[src/rtl/way_fill_pkg.sv]
// Shared types and helpers for the way fill controller: FSM states,
// derived-width functions and the lowest-invalid-way picker.
package way_fill_pkg;

    typedef enum logic [1:0] {
        IDLE,
        REQ,
        FILL,
        COMMIT
    } state_t;

    // Widest way vector the picker handles; wider caches need a larger value.
    localparam int MAX_WAYS = 64;

    typedef struct packed {
        logic                found;
        logic [MAX_WAYS-1:0] onehot;
    } pick_t;

    function automatic int calc_offset_bits(input int block_size);
        return $clog2(block_size);
    endfunction

    function automatic int calc_beats(input int block_size, input int data_width);
        return (block_size * 8) / data_width;
    endfunction

    function automatic int calc_beat_w(input int beats);
        return (beats > 1) ? $clog2(beats) : 1;
    endfunction

    function automatic pick_t onehot_lowest_zero(input logic [MAX_WAYS-1:0] valid,
                                                 input int num_ways);
        pick_t r;
        r = '0;
        for (int i = 0; i < MAX_WAYS; i++) begin
            if (i < num_ways && !valid[i] && !r.found) begin
                r.found     = 1'b1;
                r.onehot[i] = 1'b1;
            end
        end
        return r;
    endfunction

endpackage

[src/rtl/way_fill_controller_victim_select.sv]
// Victim way choice: lowest invalid way, otherwise the round-robin pointer.
// The pointer only moves when a commit actually consumed it.
module victim_select
    import way_fill_pkg::*;
#(
    parameter int NUM_WAYS = 4
) (
    input  logic                clk,
    input  logic                reset,
    input  logic [NUM_WAYS-1:0] way_valid_i,
    input  logic                advance_i,
    input  logic                clear_i,
    output logic [NUM_WAYS-1:0] victim_o,
    output logic                use_rr_o
);

    localparam int WAY_W = $clog2(NUM_WAYS);

    logic [WAY_W-1:0] rr_q, rr_d;
    pick_t            pick;

    // NOTE: every always_comb output gets a default first, so no path can infer a latch.
    always_comb begin
        pick     = onehot_lowest_zero(MAX_WAYS'(way_valid_i), NUM_WAYS);
        use_rr_o = !pick.found;
        victim_o = pick.found ? pick.onehot[NUM_WAYS-1:0] : (NUM_WAYS'(1) << rr_q);
        rr_d     = rr_q;
        if (clear_i) begin
            rr_d = '0;
        end else if (advance_i) begin
            rr_d = rr_q + 1'b1;
        end
    end

    // NOTE: sequential state uses non-blocking assignments only.
    always_ff @(posedge clk or posedge reset) begin
        if (reset) begin
            rr_q <= '0;
        end else begin
            rr_q <= rr_d;
        end
    end

    if (NUM_WAYS < MAX_WAYS) begin : g_pad
        logic unused_hi;
        assign unused_hi = ^pick.onehot[MAX_WAYS-1:NUM_WAYS];
    end

endmodule

[src/rtl/way_fill_controller.sv]
// Fills one victim way from memory after a miss, then commits tag and valid.
// Beats pass straight through to the way data write port.
module way_fill_controller
    import way_fill_pkg::*;
#(
    parameter int NUM_WAYS      = 4,
    parameter int ADDRESS_WIDTH = 32,
    parameter int BLOCK_SIZE    = 32,
    parameter int DATA_WIDTH    = 32
) (
    input  logic                                            clk,
    input  logic                                            reset,
    input  logic                                            miss_valid,
    output logic                                            miss_ready,
    input  logic [ADDRESS_WIDTH-calc_offset_bits(BLOCK_SIZE)-1:0] miss_tag,
    input  logic [NUM_WAYS-1:0]                             way_valid,
    input  logic                                            flush,
    output logic                                            mem_req_valid,
    input  logic                                            mem_req_ready,
    output logic [ADDRESS_WIDTH-1:0]                        mem_req_addr,
    input  logic                                            mem_rsp_valid,
    input  logic [DATA_WIDTH-1:0]                           mem_rsp_data,
    input  logic                                            mem_rsp_last,
    output logic [NUM_WAYS-1:0]                             way_inval,
    output logic [NUM_WAYS-1:0]                             way_wr_en,
    output logic [calc_beat_w(calc_beats(BLOCK_SIZE, DATA_WIDTH))-1:0] way_wr_beat,
    output logic [DATA_WIDTH-1:0]                           way_wr_data,
    output logic [NUM_WAYS-1:0]                             way_tag_wr,
    output logic [ADDRESS_WIDTH-calc_offset_bits(BLOCK_SIZE)-1:0] way_tag,
    output logic                                            fill_done,
    output logic [NUM_WAYS-1:0]                             fill_way,
    output logic                                            fill_error
);

    localparam int OFFSET_BITS = calc_offset_bits(BLOCK_SIZE);
    localparam int TAG_WIDTH   = ADDRESS_WIDTH - OFFSET_BITS;
    localparam int BEATS       = calc_beats(BLOCK_SIZE, DATA_WIDTH);
    localparam int BEAT_W      = calc_beat_w(BEATS);
    localparam logic [BEAT_W-1:0] LAST_BEAT = BEAT_W'(BEATS - 1);

    state_t                state_q, state_d;
    logic [TAG_WIDTH-1:0]  tag_q, tag_d;
    logic [NUM_WAYS-1:0]   victim_q, victim_d;
    logic                  used_rr_q, used_rr_d;
    logic [BEAT_W-1:0]     beat_q, beat_d;
    logic [NUM_WAYS-1:0]   pick_way;
    logic                  pick_rr;
    logic                  rr_advance;
    logic                  rr_clear;

    victim_select #(.NUM_WAYS(NUM_WAYS)) u_victim (
        .clk         (clk),
        .reset       (reset),
        .way_valid_i (way_valid),
        .advance_i   (rr_advance),
        .clear_i     (rr_clear),
        .victim_o    (pick_way),
        .use_rr_o    (pick_rr)
    );

    always_comb begin
        state_d       = state_q;
        tag_d         = tag_q;
        victim_d      = victim_q;
        used_rr_d     = used_rr_q;
        beat_d        = beat_q;
        rr_advance    = 1'b0;
        rr_clear      = 1'b0;
        miss_ready    = 1'b0;
        mem_req_valid = 1'b0;
        mem_req_addr  = '0;
        way_inval     = '0;
        way_wr_en     = '0;
        way_wr_beat   = '0;
        way_wr_data   = '0;
        way_tag_wr    = '0;
        way_tag       = '0;
        fill_done     = 1'b0;
        fill_way      = '0;
        fill_error    = 1'b0;

        // Outputs are held at zero for as long as reset is asserted.
        if (!reset) begin
            unique case (state_q)
                IDLE: begin
                    miss_ready = !flush;
                    if (flush) begin
                        way_inval = '1;
                        rr_clear  = 1'b1;
                    end else if (miss_valid) begin
                        tag_d     = miss_tag;
                        victim_d  = pick_way;
                        used_rr_d = pick_rr;
                        way_inval = pick_way;
                        state_d   = REQ;
                    end
                end
                REQ: begin
                    mem_req_valid = 1'b1;
                    mem_req_addr  = {tag_q, {OFFSET_BITS{1'b0}}};
                    if (mem_req_ready) begin
                        beat_d  = '0;
                        state_d = FILL;
                    end
                end
                FILL: begin
                    if (mem_rsp_valid) begin
                        way_wr_en   = victim_q;
                        way_wr_beat = beat_q;
                        way_wr_data = mem_rsp_data;
                        beat_d      = beat_q + 1'b1;
                        if (mem_rsp_last && beat_q == LAST_BEAT) begin
                            state_d = COMMIT;
                        end else if (mem_rsp_last || beat_q == LAST_BEAT) begin
                            fill_error = 1'b1;
                            fill_way   = victim_q;
                            state_d    = IDLE;
                        end
                    end
                end
                COMMIT: begin
                    way_tag_wr = victim_q;
                    way_tag    = tag_q;
                    fill_done  = 1'b1;
                    fill_way   = victim_q;
                    rr_advance = used_rr_q;
                    state_d    = IDLE;
                end
                default: state_d = IDLE;
            endcase
        end
    end

    always_ff @(posedge clk or posedge reset) begin
        if (reset) begin
            state_q   <= IDLE;
            tag_q     <= '0;
            victim_q  <= '0;
            used_rr_q <= 1'b0;
            beat_q    <= '0;
        end else begin
            state_q   <= state_d;
            tag_q     <= tag_d;
            victim_q  <= victim_d;
            used_rr_q <= used_rr_d;
            beat_q    <= beat_d;
        end
    end

endmodule

[config.mk]
export PLATFORM = sky130hd
export DESIGN_NAME = way_fill_controller
export DESIGN_NICKNAME = d
export VERILOG_FILES = /design/src/rtl/way_fill_pkg.sv /design/src/rtl/way_fill_controller_victim_select.sv /design/src/rtl/way_fill_controller.sv
export SDC_FILE = /design/constraint.sdc
export NUM_CORES = 1
export LEC_CHECK = 0
export ABC_CLOCK_PERIOD_IN_PS = 4600
export CAP_MARGIN = 20
export CORE_MARGIN = 8
export CORE_UTILIZATION = 35
export CTS_CLUSTER_SIZE = 40
export DETAILED_ROUTE_END_ITERATION = 7
export DONT_BUFFER_PORTS = 1
export SKIP_CTS_REPAIR_TIMING = 1
export SLEW_MARGIN = 20
export SYNTH_ARGS = -nofsm -noshare
export SYNTH_HDL_FRONTEND = slang
export SYNTH_SLANG_ARGS = --single-unit
[constraint.sdc]
create_clock -name clk -period 4.6 [get_ports clk]
set_input_delay 1.15 -clock clk [delete_from_list [all_inputs] [get_ports clk]]
set_output_delay 1.15 -clock clk [all_outputs]
set_load 0.01 [all_outputs]
-- Word-level counts from Yosys, hierarchy flattened
Index checks and enable logic that the tools add are counted.
- flip-flop bits (word level): 39
- bits of input ports: 70
- output and inout port bits: 114
- $add $sub $neg: 2
- equality and inequality tests: 9
- shift operators: 1
- multiplexer cells: 60
- bitwise logic cells: 2
- reductions and logical operators: 18
- operators with widths (kind ; count):
    2-to-1 mux 32 bit ; 5
    2-to-1 mux 4 bit ; 14
    2-to-1 mux 27 bit ; 2
    2-to-1 mux 1 bit ; 23
    2-to-1 mux 2 bit ; 8
    2-to-1 mux 3 bit ; 5
    inequality test 2 bit, second input constant ; 4
    one-hot mux 2 bit (4 select lines) ; 1
    one-hot mux 4 bit (2 select lines) ; 1
    AND reduction 4 bit ; 2
    zero test 1 bit ; 7
    one-hot mux 3 bit (2 select lines) ; 1
    AND reduction 6 bit ; 1
    equality test 2 bit, second input constant ; 2
    logical AND 1 bit ; 4
    nonzero test 2 bit ; 2
    << shifter 1 x 2 -> 4 bit, first input constant ; 1
    adder 3 x 1 -> 3 bit, second input constant ; 1
    equality test 3 bit, second input constant ; 1
    inequality test 3 bit, second input constant ; 1
    adder 2 x 1 -> 2 bit, second input constant ; 1
    equality test 2 x 1 -> 1 bit, second input constant ; 1
    zero test 2 bit ; 1
    NOT 1 bit ; 2
    logical OR 1 bit ; 1

-- Longest topological paths before layout
- depth after elaboration: 14
- mapped depth: 7
- gate-level depth less buffers: 7

-- Cells and area by module
Synthesis repeated with hierarchy kept, for this count alone.
- cell total of the unflattened synthesis: 271
- area total of the unflattened synthesis: 2778.9 um^2
- by module, submodules not included (module ; times used ; cells an instance ; area each (um^2)):
    way_fill_controller ; 1 ; 246 ; 2586.2
    victim_select ; 1 ; 25 ; 192.7

-- Least setup slack after synthesis
No wires, ideal clock.
- kind: in2out
- start: input reset
- end: output way_inval[0]
- data arrival time: 2.607 ns
- required time: 3.450 ns
- slack: 0.843 ns
- stages: 4
- cell sequence: buf_4 -> inv_1 -> nand3_1 -> o21ai_0
- word-level cells in the longest chain between the ends: 1
- RTL lines (what ; line ; source):
    start, declared ; way_fill_controller.sv:12 ; input logic reset,
    2-to-1 mux 4 bit ; way_fill_controller.sv:83 ; if (!reset) begin
    end, declared ; way_fill_controller.sv:24 ; output logic [NUM_WAYS-1:0] way_inval,
Every way passes these cells.

-- Worst setup path after layout
- start: register state_q[0]
- end: output way_wr_data[13]
- word-level cells in the longest chain between the ends: 3
- RTL lines (what ; line ; source):
    start, declared ; way_fill_controller.sv:41 ; state_t state_q, state_d;
    start signal, assigned ; way_fill_controller.sv:142 ; state_q <= state_d;
    equality test 2 bit ; way_fill_controller.sv:84 ; unique case (state_q)
    2-to-1 mux 32 bit ; way_fill_controller.sv:84 ;
    2-to-1 mux 32 bit ; way_fill_controller.sv:83 ;
    end, declared ; way_fill_controller.sv:27 ; output logic [DATA_WIDTH-1:0] way_wr_data,
Every way passes these cells.

==> metrics.txt <==
initial antenna violation count=0; Synth area leaders=dfrtp_1, and2_1, nand2_1, ha_1, buf_4; post-route clock period utilization=between 70% and 80%; largest net degree at the start of global routing=39; ys flop type=dfrtp_1; Port Buf Inserts=0; Die Span Y=103.3 µm; syn_area_per_cell=8.104 µm²; Clock Skew=between 0.002 and 0.003 ns; H-tree Lvls=2; R2R setup slack=approximately 2.7 ns; max_cap viols=0; CTS max path bufs=2; first-pass GRT wire length=approximately 11 mm; Mapped Area=about 0.0027 mm²; CP Cell Sequence=inv_1, ha_1, nand2_2, nor2_2, and2_1; Tightest Pin Transition=approximately 0.9 ns; final setup violation count=0; clock sink count=39; cell taking the most area after synthesis=dfrtp_1; Leakage=1.426 nW; max incr delay on CP=0.70 ns; Post-route DRC=0; PwrDens=slightly below 500 mW/mm²; DRT iter0 DRCs=between 90 and 100; Total Routing Usage GR=13.35%; buffers and inverters on the worst path=1; Initial DRT Pass Iterations=4; TritonCTS clock tree=yes; Critical Path RT=3.45 ns; metal3 WL=541 µm; Crit-path slowest cell=nor2_2; Pwr Total=approximately 1.4 mW; CP Class=reg -> out; Crit. End Element=output port; hpwl dp=6.043 mm; final hold violation count=0; GPL Wtd Cong=roughly 0.74; NumNets Final=just over 400; worst hold margin=approximately 0.49 ns; sequential area share after synthesis=between 30% and 40%; starting density of the core=a little over a third; number of global-route vias before repair=between 2000 and 2500; launching element type of the critical path=flip-flop; ANT cells=0; EDFF count, synth=0; VDD IR-drop max=around 0.21 mV; highest routed layer=met4; die area=0.01067 mm²; clk root buf=clkbuf_8; Slew HR=about two fifths; wire per inst=between 15 and 20 µm; Vias=roughly 2100; Clock Latency Late Sink=between 0.2 and 0.3 ns; CTS buffer count=5; unrepaired setup endpoints after global routing=false; Unique masters post-synth=36; critical path arrival=around 2.4 ns; Row Count=32; outcome=finished clean; synth cell count leaders=and2_1, nand2_1, dfrtp_1; post-DR vias/cell=around 4.8; minimum clock period=about 3.5 ns; Layout area overhead=6.711%; Inst Count DP=roughly 420; final non-filler cell total=roughly 430; DRT met1 WL=between 3 and 4 mm; Hold Crit Class=reg -> reg; remaining antenna violation count=0; ys async rst share=100.0%; fmax=roughly 280 MHz; total negative slack=0 ns; Worst Path Max Fanout=38; Routed WL=7.520 mm; Synth Register Bits=39; Die Wd=103.3 µm; final core occ=roughly 38%; cells after synthesis=329; core area=about 0.0076 mm²; Synth top area share=36.60%; Ys Warns=0; Overflow after GRT=0; share of layout cells above drive strength 1=under 10%; family with the most delay on the worst path=simple AND/OR/NAND/NOR gates; top-count cell post-synth=and2_1; met2 WL=3.851 mm; Slew Limit Fails=0; Clk pin slew, worst setup/hold paths=~0.07 ns; I/O pin total=approximately 180
area by class of cell:
| cell class | count | area [µm²] |
|---|---|---|
| Fill cell | 796 | 4722 |
| Inverter | 14 | 52.55 |
| Multi-Input combinational cell | 259 | 1519 |
| Tap cell | 102 | 127.6 |
| Clock buffer | 6 | 72.57 |
| Sequential cell | 39 | 975.9 |
| Timing Repair Buffer | 5 | 37.54 |
| Clock inverter | 2 | 60.06 |
placed cells by master, fill, tap and decap left out, types with 2 or more instances in the layout:
master,netlist,final
nor3_1,3,3
nand2_1,95,95
ha_1,14,14
nand3_1,5,5
conb_1,1,5
and2_1,100,100
clkbuf_8,0,5
mux2i_1,3,3
inv_1,14,13
buf_4,9,5
o21ai_0,11,11
bufinv_16,0,2
dfrtp_1,39,39
a21oi_1,2,2
path summary, 6_finish.rpt:
kind	from	to	depth (start not counted)
worst min register to register	tag_q[24]$_DFFE_PP0P_	tag_q[24]$_DFFE_PP0P_	2
worst min-delay path	tag_q[24]$_DFFE_PP0P_	tag_q[24]$_DFFE_PP0P_	2
max in group asynchronous	reset	tag_q[5]$_DFFE_PP0P_	2
worst max-delay path	state_q[0]$_DFFE_PP0P_	way_wr_data[13]	5
min in group asynchronous	reset	victim_q[3]$_DFFE_PP0P_	2
worst max register to register	state_q[0]$_DFFE_PP0P_	victim_q[1]$_DFFE_PP0P_	6
stage by stage:
step	instance area [µm²]	setup WS [ns]
after CTS	2840	1.063
after detailed placement	2708	1.128
final	2845	1.077
after global routing	2845	0.8666
after floorplan	2681	0.8425
after global placement	2708	1.207
where the power goes:
part           internal [mW]  switching [mW]  leakage [nW]  total, mW
Sequential             0.493           0.109         0.498      0.602
Combinational          0.174           0.287         0.863      0.461
Clock                  0.217           0.118        0.0654      0.335
registers in the layout (all words and copies together), names as in the netlist:
signal,flops
tag_q,27
u_victim.rr_q,2
used_rr_q,1
victim_q,4
state_q,2
beat_q,3
worst reg2reg max path, cell delays in order (launching register included):
cell and delay, ns:
dfrtp_1 0.41, inv_1 0.15, ha_1 0.33, nor3b_4 0.36
nand2_4 0.27, nand2_1 0.18, o21ai_0 0.08
cell families (layout without fill, tap and decap cells):
logic type / count (synthesis) / after routing / share of synthesized area, %
DFF: 39 / 39 / 36.60
other: 1 / 5 / 0.1406
buffers and inverters: 35 / 27 / 7.273
muxes: 4 / 4 / 1.689
adders and majority gates: 14 / 14 / 6.570
AOI/OAI and AO/OA: 19 / 19 / 4.552
and+or+nand+nor: 216 / 216 / 42.84
xor gates and xnor gates: 1 / 1 / 0.3285
routing by layer:
layer / GRT usage, % / vias up
met2: 23.03 / 81
met4: 3.671 / 0
met3: 2.075 / 6
li1: - / 996
met1: 16.82 / 978
met5: 0 / -
Power figures use the tool's default switching activity.
